$ cat src/rtl/dac_seq_pkg.sv
// rtl/dac_seq_pkg.sv - shared types and constants for the DAC frame sequencer
package dac_seq_pkg;

  localparam int N_CH     = 8;
  localparam int DATA_W   = 16;
  localparam int PERIOD_W = 32;
  localparam int FIFO_AW  = 2;
  localparam int FRAME_W  = N_CH * DATA_W + PERIOD_W + 1;

  localparam logic [DATA_W-1:0] MIDSCALE = 16'h8000;

  typedef enum logic [2:0] {
    IDLE,
    INIT,
    READY,
    RUN,
    SAFE,
    STOP
  } state_t;

  typedef struct packed {
    logic [N_CH*DATA_W-1:0] data;
    logic [PERIOD_W-1:0]    period;
    logic                   last;
  } frame_t;

  // A frame can never be shorter than the time needed to write every channel.
  function automatic logic [PERIOD_W-1:0] eff_period(input logic [PERIOD_W-1:0] p);
    return (p < PERIOD_W'(N_CH)) ? PERIOD_W'(N_CH) : p;
  endfunction

endpackage

$ cat src/rtl/dac_frame_fifo.sv
// rtl/dac_frame_fifo.sv - register FIFO of DAC frames with first-word-fall-through head
module dac_frame_fifo
  import dac_seq_pkg::*;
#(
  parameter int AW = FIFO_AW,
  parameter int W  = FRAME_W
) (
  input  logic         clk,
  input  logic         rst,
  input  logic         flush_i,
  input  logic         push_i,
  input  logic [W-1:0] push_data_i,
  input  logic         pop_i,
  output logic [W-1:0] head_o,
  output logic         full_o,
  output logic         empty_o
);

  localparam int DEPTH = 1 << AW;

  logic [W-1:0]  mem_q [DEPTH];
  logic [AW-1:0] wr_ptr_q;
  logic [AW-1:0] rd_ptr_q;
  logic [AW:0]   count_q;
  logic          do_push;
  logic          do_pop;

  assign full_o  = (count_q == (AW+1)'(DEPTH));
  assign empty_o = (count_q == '0);
  assign do_push = push_i && !full_o;
  assign do_pop  = pop_i && !empty_o;
  assign head_o  = mem_q[rd_ptr_q];

  // Frame storage; contents are only meaningful between the pointers.
  always_ff @(posedge clk) begin
    if (do_push) mem_q[wr_ptr_q] <= push_data_i;
  end

  // Pointer and occupancy bookkeeping; flush discards everything queued.
  always_ff @(posedge clk or posedge rst) begin
    if (rst) begin
      wr_ptr_q <= '0;
      rd_ptr_q <= '0;
      count_q  <= '0;
    end else if (flush_i) begin
      wr_ptr_q <= '0;
      rd_ptr_q <= '0;
      count_q  <= '0;
    end else begin
      if (do_push) wr_ptr_q <= wr_ptr_q + 1'b1;
      if (do_pop)  rd_ptr_q <= rd_ptr_q + 1'b1;
      count_q <= count_q + {{AW{1'b0}}, do_push} - {{AW{1'b0}}, do_pop};
    end
  end

endmodule

$ cat src/rtl/dac_frame_sequencer.sv
// rtl/dac_frame_sequencer.sv - paces buffered 8-channel frames onto per-channel DAC strobes
module dac_frame_sequencer
  import dac_seq_pkg::*;
(
  input  logic                   clk,
  input  logic                   rst,
  input  logic                   enable,
  input  logic                   halt,
  input  logic [N_CH*DATA_W-1:0] in_data,
  input  logic [PERIOD_W-1:0]    in_period,
  input  logic                   in_last,
  input  logic                   in_valid,
  output logic                   in_ready,
  output logic [N_CH*DATA_W-1:0] value_out_concat,
  output logic [N_CH-1:0]        value_ready_concat,
  output logic                   dac_done,
  output logic                   busy,
  output logic                   err_underflow
);

  state_t                 state_q, state_d;
  logic [3:0]             idx_q, idx_d;
  logic [PERIOD_W-1:0]    cnt_q, cnt_d;
  logic [N_CH*DATA_W-1:0] cur_data_q;
  logic                   cur_last_q;
  logic                   to_idle_q, to_idle_d;
  logic [N_CH*DATA_W-1:0] value_q;
  logic [N_CH-1:0]        strobe_q;
  logic                   done_q;
  logic                   err_q;

  frame_t                 head;
  logic                   fifo_full, fifo_empty;
  logic                   push, pop, flush;
  logic                   wr_en, enter_safe, set_err, load_cur;
  logic [2:0]             wr_ch;
  logic [DATA_W-1:0]      wr_val;
  logic                   run_wr, expire;

  assign in_ready = ((state_q == READY) || (state_q == RUN)) && !fifo_full;
  assign push     = in_valid && in_ready;
  assign run_wr   = (state_q == RUN) && (idx_q < 4'(N_CH));
  assign expire   = (state_q == RUN) && !run_wr && (cnt_q == '0);

  assign value_out_concat   = value_q;
  assign value_ready_concat = strobe_q;
  assign dac_done           = done_q;
  assign busy               = (state_q == RUN);
  assign err_underflow      = err_q;

  dac_frame_fifo u_fifo (
    .clk         (clk),
    .rst         (rst),
    .flush_i     (flush),
    .push_i      (push),
    .push_data_i ({in_data, in_period, in_last}),
    .pop_i       (pop),
    .head_o      (head),
    .full_o      (fifo_full),
    .empty_o     (fifo_empty)
  );

  // State register.
  always_ff @(posedge clk or posedge rst) begin
    if (rst) state_q <= IDLE;
    else     state_q <= state_d;
  end

  // Next-state selection; halt outranks enable loss, underflow and expiry.
  always_comb begin
    state_d = state_q;
    case (state_q)
      IDLE:  if (enable) state_d = INIT;
      INIT:  if (halt) state_d = SAFE;
             else if (idx_q == 4'd7) state_d = READY;
      READY: if (halt || !enable) state_d = SAFE;
             else if (!fifo_empty) state_d = RUN;
      RUN:   if (halt || !enable) state_d = SAFE;
             else if (expire) begin
               if (cur_last_q)      state_d = READY;
               else if (fifo_empty) state_d = SAFE;
             end
      SAFE:  if (idx_q == 4'd7) state_d = (to_idle_q && !halt) ? IDLE : STOP;
      STOP:  state_d = STOP;
      default: state_d = IDLE;
    endcase
  end

  // Per-state actions: which channel is written with what, FIFO pops and counter loads.
  always_comb begin
    wr_en      = 1'b0;
    wr_ch      = idx_q[2:0];
    wr_val     = MIDSCALE;
    pop        = 1'b0;
    flush      = 1'b0;
    load_cur   = 1'b0;
    set_err    = 1'b0;
    enter_safe = 1'b0;
    idx_d      = idx_q;
    to_idle_d  = to_idle_q;
    cnt_d      = (cnt_q == '0) ? '0 : cnt_q - 1'b1;
    case (state_q)
      IDLE: begin
        idx_d     = '0;
        to_idle_d = 1'b0;
      end
      INIT: begin
        if (halt) begin
          enter_safe = 1'b1;
          to_idle_d  = 1'b0;
        end else begin
          wr_en = 1'b1;
          idx_d = idx_q + 4'd1;
        end
      end
      READY, RUN: begin
        if (halt) begin
          enter_safe = 1'b1;
          to_idle_d  = 1'b0;
        end else if (!enable) begin
          enter_safe = 1'b1;
          flush      = 1'b1;
          to_idle_d  = 1'b1;
        end else if (run_wr) begin
          wr_en  = 1'b1;
          wr_val = cur_data_q[{idx_q[2:0], 4'b0000} +: DATA_W];
          idx_d  = idx_q + 4'd1;
        end else if ((state_q == READY) || (expire && !cur_last_q)) begin
          if (!fifo_empty) begin
            // Channel 0 of the next frame goes out on the edge that pops it.
            pop      = 1'b1;
            load_cur = 1'b1;
            wr_en    = 1'b1;
            wr_ch    = 3'd0;
            wr_val   = head.data[DATA_W-1:0];
            idx_d    = 4'd1;
            cnt_d    = eff_period(head.period) - 1'b1;
          end else if (state_q == RUN) begin
            enter_safe = 1'b1;
            set_err    = 1'b1;
          end
        end
      end
      SAFE: begin
        wr_en     = 1'b1;
        idx_d     = idx_q + 4'd1;
        to_idle_d = to_idle_q && !halt;
      end
      default: ;
    endcase
    // Safe shutdown starts immediately with the channel 0 midscale write.
    if (enter_safe) begin
      wr_en  = 1'b1;
      wr_ch  = 3'd0;
      wr_val = MIDSCALE;
      idx_d  = 4'd1;
    end
  end

  // Datapath registers: channel index, period counter, current frame and DAC outputs.
  always_ff @(posedge clk or posedge rst) begin
    if (rst) begin
      idx_q      <= '0;
      cnt_q      <= '0;
      cur_data_q <= '0;
      cur_last_q <= 1'b0;
      to_idle_q  <= 1'b0;
      value_q    <= {N_CH{MIDSCALE}};
      strobe_q   <= '0;
      done_q     <= 1'b0;
      err_q      <= 1'b0;
    end else begin
      idx_q     <= idx_d;
      cnt_q     <= cnt_d;
      to_idle_q <= to_idle_d;
      if (load_cur) begin
        cur_data_q <= head.data;
        cur_last_q <= head.last;
      end
      if (wr_en) value_q[{wr_ch, 4'b0000} +: DATA_W] <= wr_val;
      strobe_q <= wr_en ? ({{(N_CH-1){1'b0}}, 1'b1} << wr_ch) : '0;
      done_q   <= (state_q == READY) || (state_q == RUN);
      if (set_err) err_q <= 1'b1;
    end
  end

endmodule

$ cat config.mk
export PLATFORM = sky130hd
export DESIGN_NAME = dac_frame_sequencer
export DESIGN_NICKNAME = d
export VERILOG_FILES = /design/src/rtl/dac_seq_pkg.sv /design/src/rtl/dac_frame_fifo.sv /design/src/rtl/dac_frame_sequencer.sv
export SDC_FILE = /design/constraint.sdc
export NUM_CORES = 1
export LEC_CHECK = 0
export ABC_AREA = 1
export CORE_MARGIN = 10
export CORE_UTILIZATION = 45
export CTS_CLUSTER_SIZE = 14
export DETAILED_ROUTE_END_ITERATION = 16
export GPL_TIMING_DRIVEN = 1
export REMOVE_ABC_BUFFERS = 1
export SLEW_MARGIN = 30
export SYNTH_ARGS = -nofsm -noshare
export SYNTH_HDL_FRONTEND = slang
export SYNTH_HIERARCHICAL = 1
export SYNTH_SLANG_ARGS = --single-unit
$ cat constraint.sdc
create_clock -name clk -period 26.2 [get_ports clk]
set_input_delay 5.24 -clock clk [delete_from_list [all_inputs] [get_ports clk]]
set_output_delay 5.24 -clock clk [all_outputs]
set_load 0.05 [all_outputs]
==> results_dict.tcl, run 1 <==
set metrics [dict create \
    report.final.setup_viol 0 \
    drtPass1Iterations 5 \
    yosys.cell_types.count 54 \
    gp_congestion 0.8565 \
    synth-seq-cells 958 \
    outcome "finished clean" \
    grt_pass1_vias 26850 \
    instances_no_fill 5084 \
    dpl_worst_slack_ns 15.86 \
    syn-cell-area_sq_um 39720 \
    post-cts-setup-buffer-count 0 \
    hp-class "reg -> reg" \
    critPathMaxFanout 83 \
    totalNegativeSetupSlack_ns 0 \
    reg2reg_from "cnt_q[0]" \
    final_cell_area_sq_um 47090 \
    timing.critical_path.mode_cell "sky130_fd_sc_hd__nand2_1" \
    synth.top_cell.area_share 0.4869 \
    vias 27530 \
    routed_wl_mm 109.9 \
    final.fill_count 7499 \
    dp.final_hpwl_mm 68.19 \
    die_width_um 317.1 \
    viasPerCell 5.415 \
    r2r.worst_path.cells 21 \
    tritoncts "yes" \
    effective_utilization_at_floorplan 0.4557 \
    crit-reg2reg-capture "value_out_concat[72]" \
    synthCells 3595 \
    path_clk_slew_ns 0.06 \
    worstSetupEndpointType "flop" \
    slew_violations 0 \
    grt_max_degree 202 \
    critical_path.slowest_cell "sky130_fd_sc_hd__inv_6" \
    p_per_area_nw_per_um2 95.26 \
    relSlewSlack 0.3153 \
    critical_path.max_stage_delay_ns 0.81 \
    timing.final.crit_share 0.3711 \
    path_cells "clkdlybuf4s50_1 -> nor2_1 -> nand3_4 -> inv_6 -> nor3_1 -> inv_1 -> ha_1 -> ha_1 -> inv_1 -> nor2_1 -> nand2_1 -> clkinv_1 -> nand3_4 -> nand2_1 -> nand2_1" \
    cp.buffers_inverters 5 \
    fp.dieH_um 317.1 \
    share_of_cells_above_drive_strength_1 0.06600 \
    min_delay_path_depth 2 \
    cap_violations 0 \
    maxClockFrequency_ghz 0.1028 \
    final.min_clock_period_ns 9.723 \
    ys_top_cells_by_area "sky130_fd_sc_hd__edfxtp_1 (49%), sky130_fd_sc_hd__dfrtp_1 (19%), sky130_fd_sc_hd__nand2_1 (6.8%)" \
    buffer_ports.inserted 305 \
    grt_util_overall 0.2138 \
    die-area_sq_um 100500 \
    areaGrowthSynthToFinish_pct 18.56 \
    synth_seq_area_share 0.6850 \
    critical-path-top-delay-family "buffers and inverters" \
    cts_max_path_buffers 3 \
    start_kind "input port" \
    grt_setup_unrepaired "no" \
    cts-root-buf "sky130_fd_sc_hd__clkbuf_16" \
    yosysTopAreaCell "sky130_fd_sc_hd__edfxtp_1" \
    syn_avg_cell_area_sq_um 11.05 \
    grt_antenna_before_repair 11 \
    post-place-cells 4887 \
    globalRouteOverflowTotal 0 \
    post_cts.resized_instances 0 \
    finalNetCount 4020 \
    clock-skew-final_ns 0.04860 \
    timing.hold.worst_endpoint "value_out_concat[111]" \
    first_pass_grt_wire_length_mm 165.4 \
    static-leakage-power_nw 18.26 \
    core-area_sq_um 87160 \
    clock_latency_ns 0.67 \
    drc 0 \
    yosys_warnings 6 \
    final_critical_path_setup_slack_ns 16.48 \
    crit_arrival_ns 10.29 \
    detail_route.iter0.violations 2522 \
    clock_sink_count 958 \
    holdCritStartpoint "value_out_concat[111]" \
    place_area_sq_um 43540 \
    cts.htree.levels 3 \
    tightest_slew_ns 1.021 \
    postCtsHoldBufs 0 \
    finalHoldViolations 0 \
    criticalPathCategory "in -> reg" \
    antenna_violating_nets_remaining 0 \
    vdd_ir_drop_max_mv 0.07957 \
    route.detailed.wl_per_inst_um 21.61 \
    io_pins 306 \
    cts_inserted_buffers 101 \
    cp_data_required_time_ns 26.77 \
    reg2reg_setup_slack_ns 20.30 \
    row_count 108 \
]
==> kinds of logic (layout without fill, tap and decap cells) <==
family          Yosys count  count (layout)  synth area share
compound gates          741             741            0.1029
xor+xnor                 47              47           0.01036
fa+ha+maj                17              17          0.005545
buf+inv                 367             696           0.04332
flops                   958             958            0.6850
other cells               0               5                 0
simple gates           1465            1465            0.1528
==> Yosys cell counts, drive strengths merged <==
cell	count
a211oi	2
a21oi	30
a221oi	1
a22oi	1
a311oi	1
a31oi	1
and2	2
and3	1
buf	119
clkbuf	80
clkinv	7
dfrtp	306
dfstp	8
edfxtp	644
fa	1
ha	16
inv	161
nand2	733
nand3	128
nand3b	3
nand4	46
nor2	511
nor3	31
nor3b	1
nor4	5
o211ai	18
o21ai	493
o21bai	1
o221ai	13
o22a	1
o22ai	173
o311ai	1
o31ai	4
o32ai	1
or2	3
or4	1
xnor2	21
xor2	26
==> routing by layer <==
layer	track usage	wire length, um
met1	0.2880	46850
met2	0.3449	52770
met3	0.04031	7264
met4	0.07418	2966
met5	0	19
==> registers in the layout, indices dropped and copies added (netlist names) <==
| signal | count |
|---|---|
| u_fifo/count_q | 3 |
| to_idle_q | 1 |
| u_fifo/mem_q | 644 |
| dac_done | 1 |
| value_ready_concat | 8 |
| cnt_q | 32 |
| cur_data_q | 128 |
| u_fifo/rd_ptr_q | 2 |
| value_out_concat | 128 |
| state_q | 3 |
| cur_last_q | 1 |
| err_underflow | 1 |
| idx_q | 4 |
| u_fifo/wr_ptr_q | 2 |
==> area by class of cell <==
cell class | instances | area [sq um] | area share
Timing Repair Buffer | 338 | 3458 | 0.07344
Tap cell | 1155 | 1445 | 0.03069
Inverter | 168 | 665.6 | 0.01414
Multi-Input combinational cell | 2270 | 10820 | 0.2299
Clock buffer | 128 | 2740 | 0.05819
Sequential cell | 958 | 27220 | 0.5780
Clock inverter | 62 | 724.4 | 0.01539
Antenna cell | 5 | 12.51 | 0.0002657
==> cell usage in the layout, fill, tap and decap left out, drive strengths merged, types with 31 or more instances in the layout <==
| cell type | count |
|---|---|
| clkinv | 49 |
| nand4 | 46 |
| nor3 | 31 |
| clkdlybuf4s50 | 305 |
| o21ai | 493 |
| buf | 33 |
| dfrtp | 306 |
| nand2 | 733 |
| edfxtp | 644 |
| o22ai | 173 |
| inv | 163 |
| nand3 | 128 |
| nor2 | 511 |
| clkbuf | 128 |
==> worst register-to-register path: stages (launching register included) <==
cell	delay, ns
sky130_fd_sc_hd__dfrtp_1	0.36
sky130_fd_sc_hd__inv_1	0.13
sky130_fd_sc_hd__ha_1	0.27
sky130_fd_sc_hd__nand2_1	0.08
sky130_fd_sc_hd__nor2_1	0.13
sky130_fd_sc_hd__nand2_2	0.08
sky130_fd_sc_hd__nor2_4	0.25
sky130_fd_sc_hd__nand3_2	0.13
sky130_fd_sc_hd__nand2_4	0.25
sky130_fd_sc_hd__nand3_4	0.68
sky130_fd_sc_hd__inv_6	0.83
sky130_fd_sc_hd__nor3_1	0.19
sky130_fd_sc_hd__inv_1	0.14
sky130_fd_sc_hd__ha_1	0.19
sky130_fd_sc_hd__ha_1	0.46
sky130_fd_sc_hd__inv_1	0.50
sky130_fd_sc_hd__nor2_1	0.08
sky130_fd_sc_hd__nand2_1	0.08
sky130_fd_sc_hd__clkinv_1	0.46
sky130_fd_sc_hd__nand3_4	0.37
sky130_fd_sc_hd__nand2_1	0.08
sky130_fd_sc_hd__nand2_1	0.07
==> where the power goes <==
| part | switching [mW] | total, mW | internal (mW) |
|---|---|---|---|
| Sequential | 0.103 | 1.87 | 1.76 |
| Combinational | 0.820 | 1.14 | 0.322 |
| Clock | 0.598 | 1.48 | 0.880 |
| Total | 1.52 | 4.49 | 2.96 |
==> how the worst max path moves through the flow <==
stage | from | slack (ns) | end | cells past startpoint
after global routing | halt | 16.06 | value_out_concat[71] | 15
after global placement | halt | 15.93 | value_out_concat[66] | 15
after detailed placement | halt | 15.86 | value_out_concat[72] | 15
final | halt | 16.48 | value_out_concat[72] | 15
after CTS | halt | 16.46 | value_out_concat[72] | 15
after floorplan | rst | 12.49 | cnt_q[0] | 1
==> metrics by stage <==
| stage | util | power [mW] | hold slack [ns] |
|---|---|---|---|
| floorplan | - | 2.641 | 0.4437 |
| global placement | 0.4987 | 3.017 | 0.4544 |
| detailed placement | 0.4996 | 3.030 | 0.4599 |
| CTS | 0.5393 | 4.508 | 0.4753 |
| global route | 0.5402 | 4.711 | 0.4849 |
| finish | 0.5403 | 4.486 | 0.4701 |
No activity file was read; power rests on OpenSTA's default activity.
==> run 2: changes to the inputs <==
- clock period: 26.2 -> 9.7 ns (I/O delays scaled with it)
==> results_dict.tcl, run 2 (synthesis results as in run 1) <==
set metrics [dict create \
    outcome "finished clean" \
    grt_antenna_before_repair 6 \
    final_critical_path_setup_slack_ns 2.978 \
    relSlewSlack 0.3376 \
    io_pins 306 \
    cp_data_required_time_ns 10.27 \
    route.detailed.wl_per_inst_um 21.71 \
    met1Wirelength_mm 46.21 \
    grt_util_overall 0.2160 \
    grt_setup_unrepaired "no" \
    final.min_clock_period_ns 6.722 \
    gp_congestion 0.8597 \
    most-common-layout-cells "sky130_fd_sc_hd__nand2_1 (718), sky130_fd_sc_hd__edfxtp_1 (644), sky130_fd_sc_hd__nor2_1 (492)" \
    areaGrowthSynthToFinish_pct 18.02 \
    die_width_um 317.1 \
    grt_pass1_vias 27270 \
    core-area_sq_um 87160 \
    crit-reg2reg-capture "value_out_concat[78]" \
    critPathMaxFanout 103 \
    cts.htree.levels 3 \
    start_kind "input port" \
    viasPerCell 5.424 \
    post-cts-setup-buffer-count 0 \
    effective_utilization_at_floorplan 0.4557 \
    place_area_sq_um 43530 \
    path_clk_slew_ns 0.06 \
    vdd_ir_drop_max_mv 0.2020 \
    crit_start "halt" \
    crit_path_end "value_out_concat[78]" \
    postCtsHoldBufs 0 \
    detail_route.iter0.violations 2160 \
    criticalPathCategory "in -> reg" \
    finalNetCount 4020 \
    worstSetupEndpointType "flop" \
    dp.final_hpwl_mm 68.54 \
    drtPass1Iterations 6 \
    globalRouteOverflowTotal 0 \
    routed_wl_mm 110.4 \
    die-area_sq_um 100500 \
    maxClockFrequency_ghz 0.1488 \
    route.top_layer_used "met5" \
    mostFrequentLayoutCell "sky130_fd_sc_hd__nand2_1" \
    clock_latency_ns 0.65 \
    vias 27570 \
    largest_reg_flops 644 \
    drc 0 \
    dpl_worst_slack_ns 2.396 \
    cts_max_path_buffers 3 \
    critical_path.slowest_cell "sky130_fd_sc_hd__inv_6" \
    critical_path.max_stage_delay_ns 1.01 \
    report.final.setup_viol 0 \
    finalHoldViolations 0 \
    clock-skew-final_ns 0.03620 \
    path_cells "clkdlybuf4s50_1 -> nor2_1 -> nand3_4 -> inv_6 -> nor3_1 -> inv_1 -> ha_1 -> ha_1 -> inv_1 -> nor2_1 -> nand2_1 -> clkinv_1 -> nand3_4 -> nand2_1 -> nand2_1" \
    timing.final.crit_share 0.6930 \
    clock_sink_count 958 \
    row_count 108 \
    fp.dieH_um 317.1 \
    tritoncts "yes" \
    met2_routed_wirelength_mm 53.30 \
    met3RoutedLength_mm 7.559 \
    first_pass_grt_wire_length_mm 167.1 \
    buffer_ports.inserted 305 \
    hp-class "reg -> reg" \
    reg2reg_from "cnt_q[0]" \
    largest-register "u_fifo/mem_q" \
    grt_max_degree 174 \
    p_per_area_nw_per_um2 254.1 \
    post_cts.resized_instances 0 \
    cts_inserted_buffers 101 \
    timing.critical_path.mode_cell "sky130_fd_sc_hd__nand2_1" \
    crit_arrival_ns 7.29 \
    slew_violations 0 \
    share_of_cells_above_drive_strength_1 0.06476 \
    antenna_violating_nets_remaining 0 \
    cts-root-buf "sky130_fd_sc_hd__clkbuf_16" \
    reg2reg_setup_slack_ns 3.43 \
    final_cell_area_sq_um 46870 \
    tightest_slew_ns 0.9937 \
    r2r.worst_path.cells 21 \
    static-leakage-power_nw 18.15 \
    cap_violations 0 \
]
==> run 2: changes by cell type in the layout (fill, tap and decap cells not counted), moves of 2 or more <==
| cell | change |
|---|---|
| sky130_fd_sc_hd__buf_6 | -4 |
| sky130_fd_sc_hd__clkinv_1 | -6 |
| sky130_fd_sc_hd__clkinv_4 | +2 |
| sky130_fd_sc_hd__buf_4 | +5 |
| sky130_fd_sc_hd__bufinv_16 | -8 |
| sky130_fd_sc_hd__clkbuf_8 | +2 |
| sky130_fd_sc_hd__clkbuf_1 | +9 |
==> run 2: final cells by class <==
class / instances / area, sq um
well taps: 1155 / 1445
multi-input cells: 2270 / 10820
inverters: 168 / 670.6
clock inverters: 48 / 441.7
clock buffers: 140 / 2826
diodes: 6 / 15.01
flip-flops and latches: 958 / 27220
fillers: 7563 / 40290
repair buffers: 338 / 3431
==> run 2: worst min path at each step <==
| stage | start | slack, ns | to | cells past startpoint |
|---|---|---|---|---|
| 2_1_floorplan | cur_data_q[101] | 0.44 | cur_data_q[101] | 2 |
| 3_3_place_gp | value_out_concat[111] | 0.46 | value_out_concat[111] | 2 |
| 3_5_place_dp | cur_data_q[13] | 0.46 | cur_data_q[13] | 2 |
| 4_1_cts | value_out_concat[111] | 0.47 | value_out_concat[111] | 2 |
| 5_1_grt | cur_data_q[112] | 0.49 | cur_data_q[112] | 2 |
| 6_report | value_out_concat[111] | 0.47 | value_out_concat[111] | 2 |
==> run 2: through the flow <==
stage | TNS [ns] | utilization | power, mW | std cells | hold slack [ns]
2_1_floorplan | -291.07 | - | 7.134 | 3396 | 0.4437
6_report | 0 | 0.5378 | 11.91 | 5083 | 0.4708
4_1_cts | 0 | 0.5369 | 11.97 | 5075 | 0.4747
3_5_place_dp | 0 | 0.4994 | 8.185 | 4887 | 0.4601
5_1_grt | 0 | 0.5377 | 12.52 | 5080 | 0.4852
3_3_place_gp | 0 | 0.4988 | 8.155 | 4885 | 0.4554
==> run 2: metal layers <==
| metal | vias up | GRT usage |
|---|---|---|
| met1 | 13630 | 0.2888 |
| met3 | 169 | 0.03928 |
| li1 | 13010 | - |
| met5 | - | 0 |
| met2 | 756 | 0.3522 |
| met4 | 2 | 0.07503 |
==> run 2: power breakdown <==
| part | total (mW) | switching [mW] | internal (mW) |
|---|---|---|---|
| logic | 3.11 | 2.24 | 0.866 |
| registers | 5.02 | 0.256 | 4.76 |
| clock network | 3.78 | 1.59 | 2.20 |
==> run 2: worst max-delay path, delay by kind of cell <==
family	cells	cell delay (ns)
fa+ha+maj	2	0.65
buf+inv	5	2.65
simple gates	8	2.02
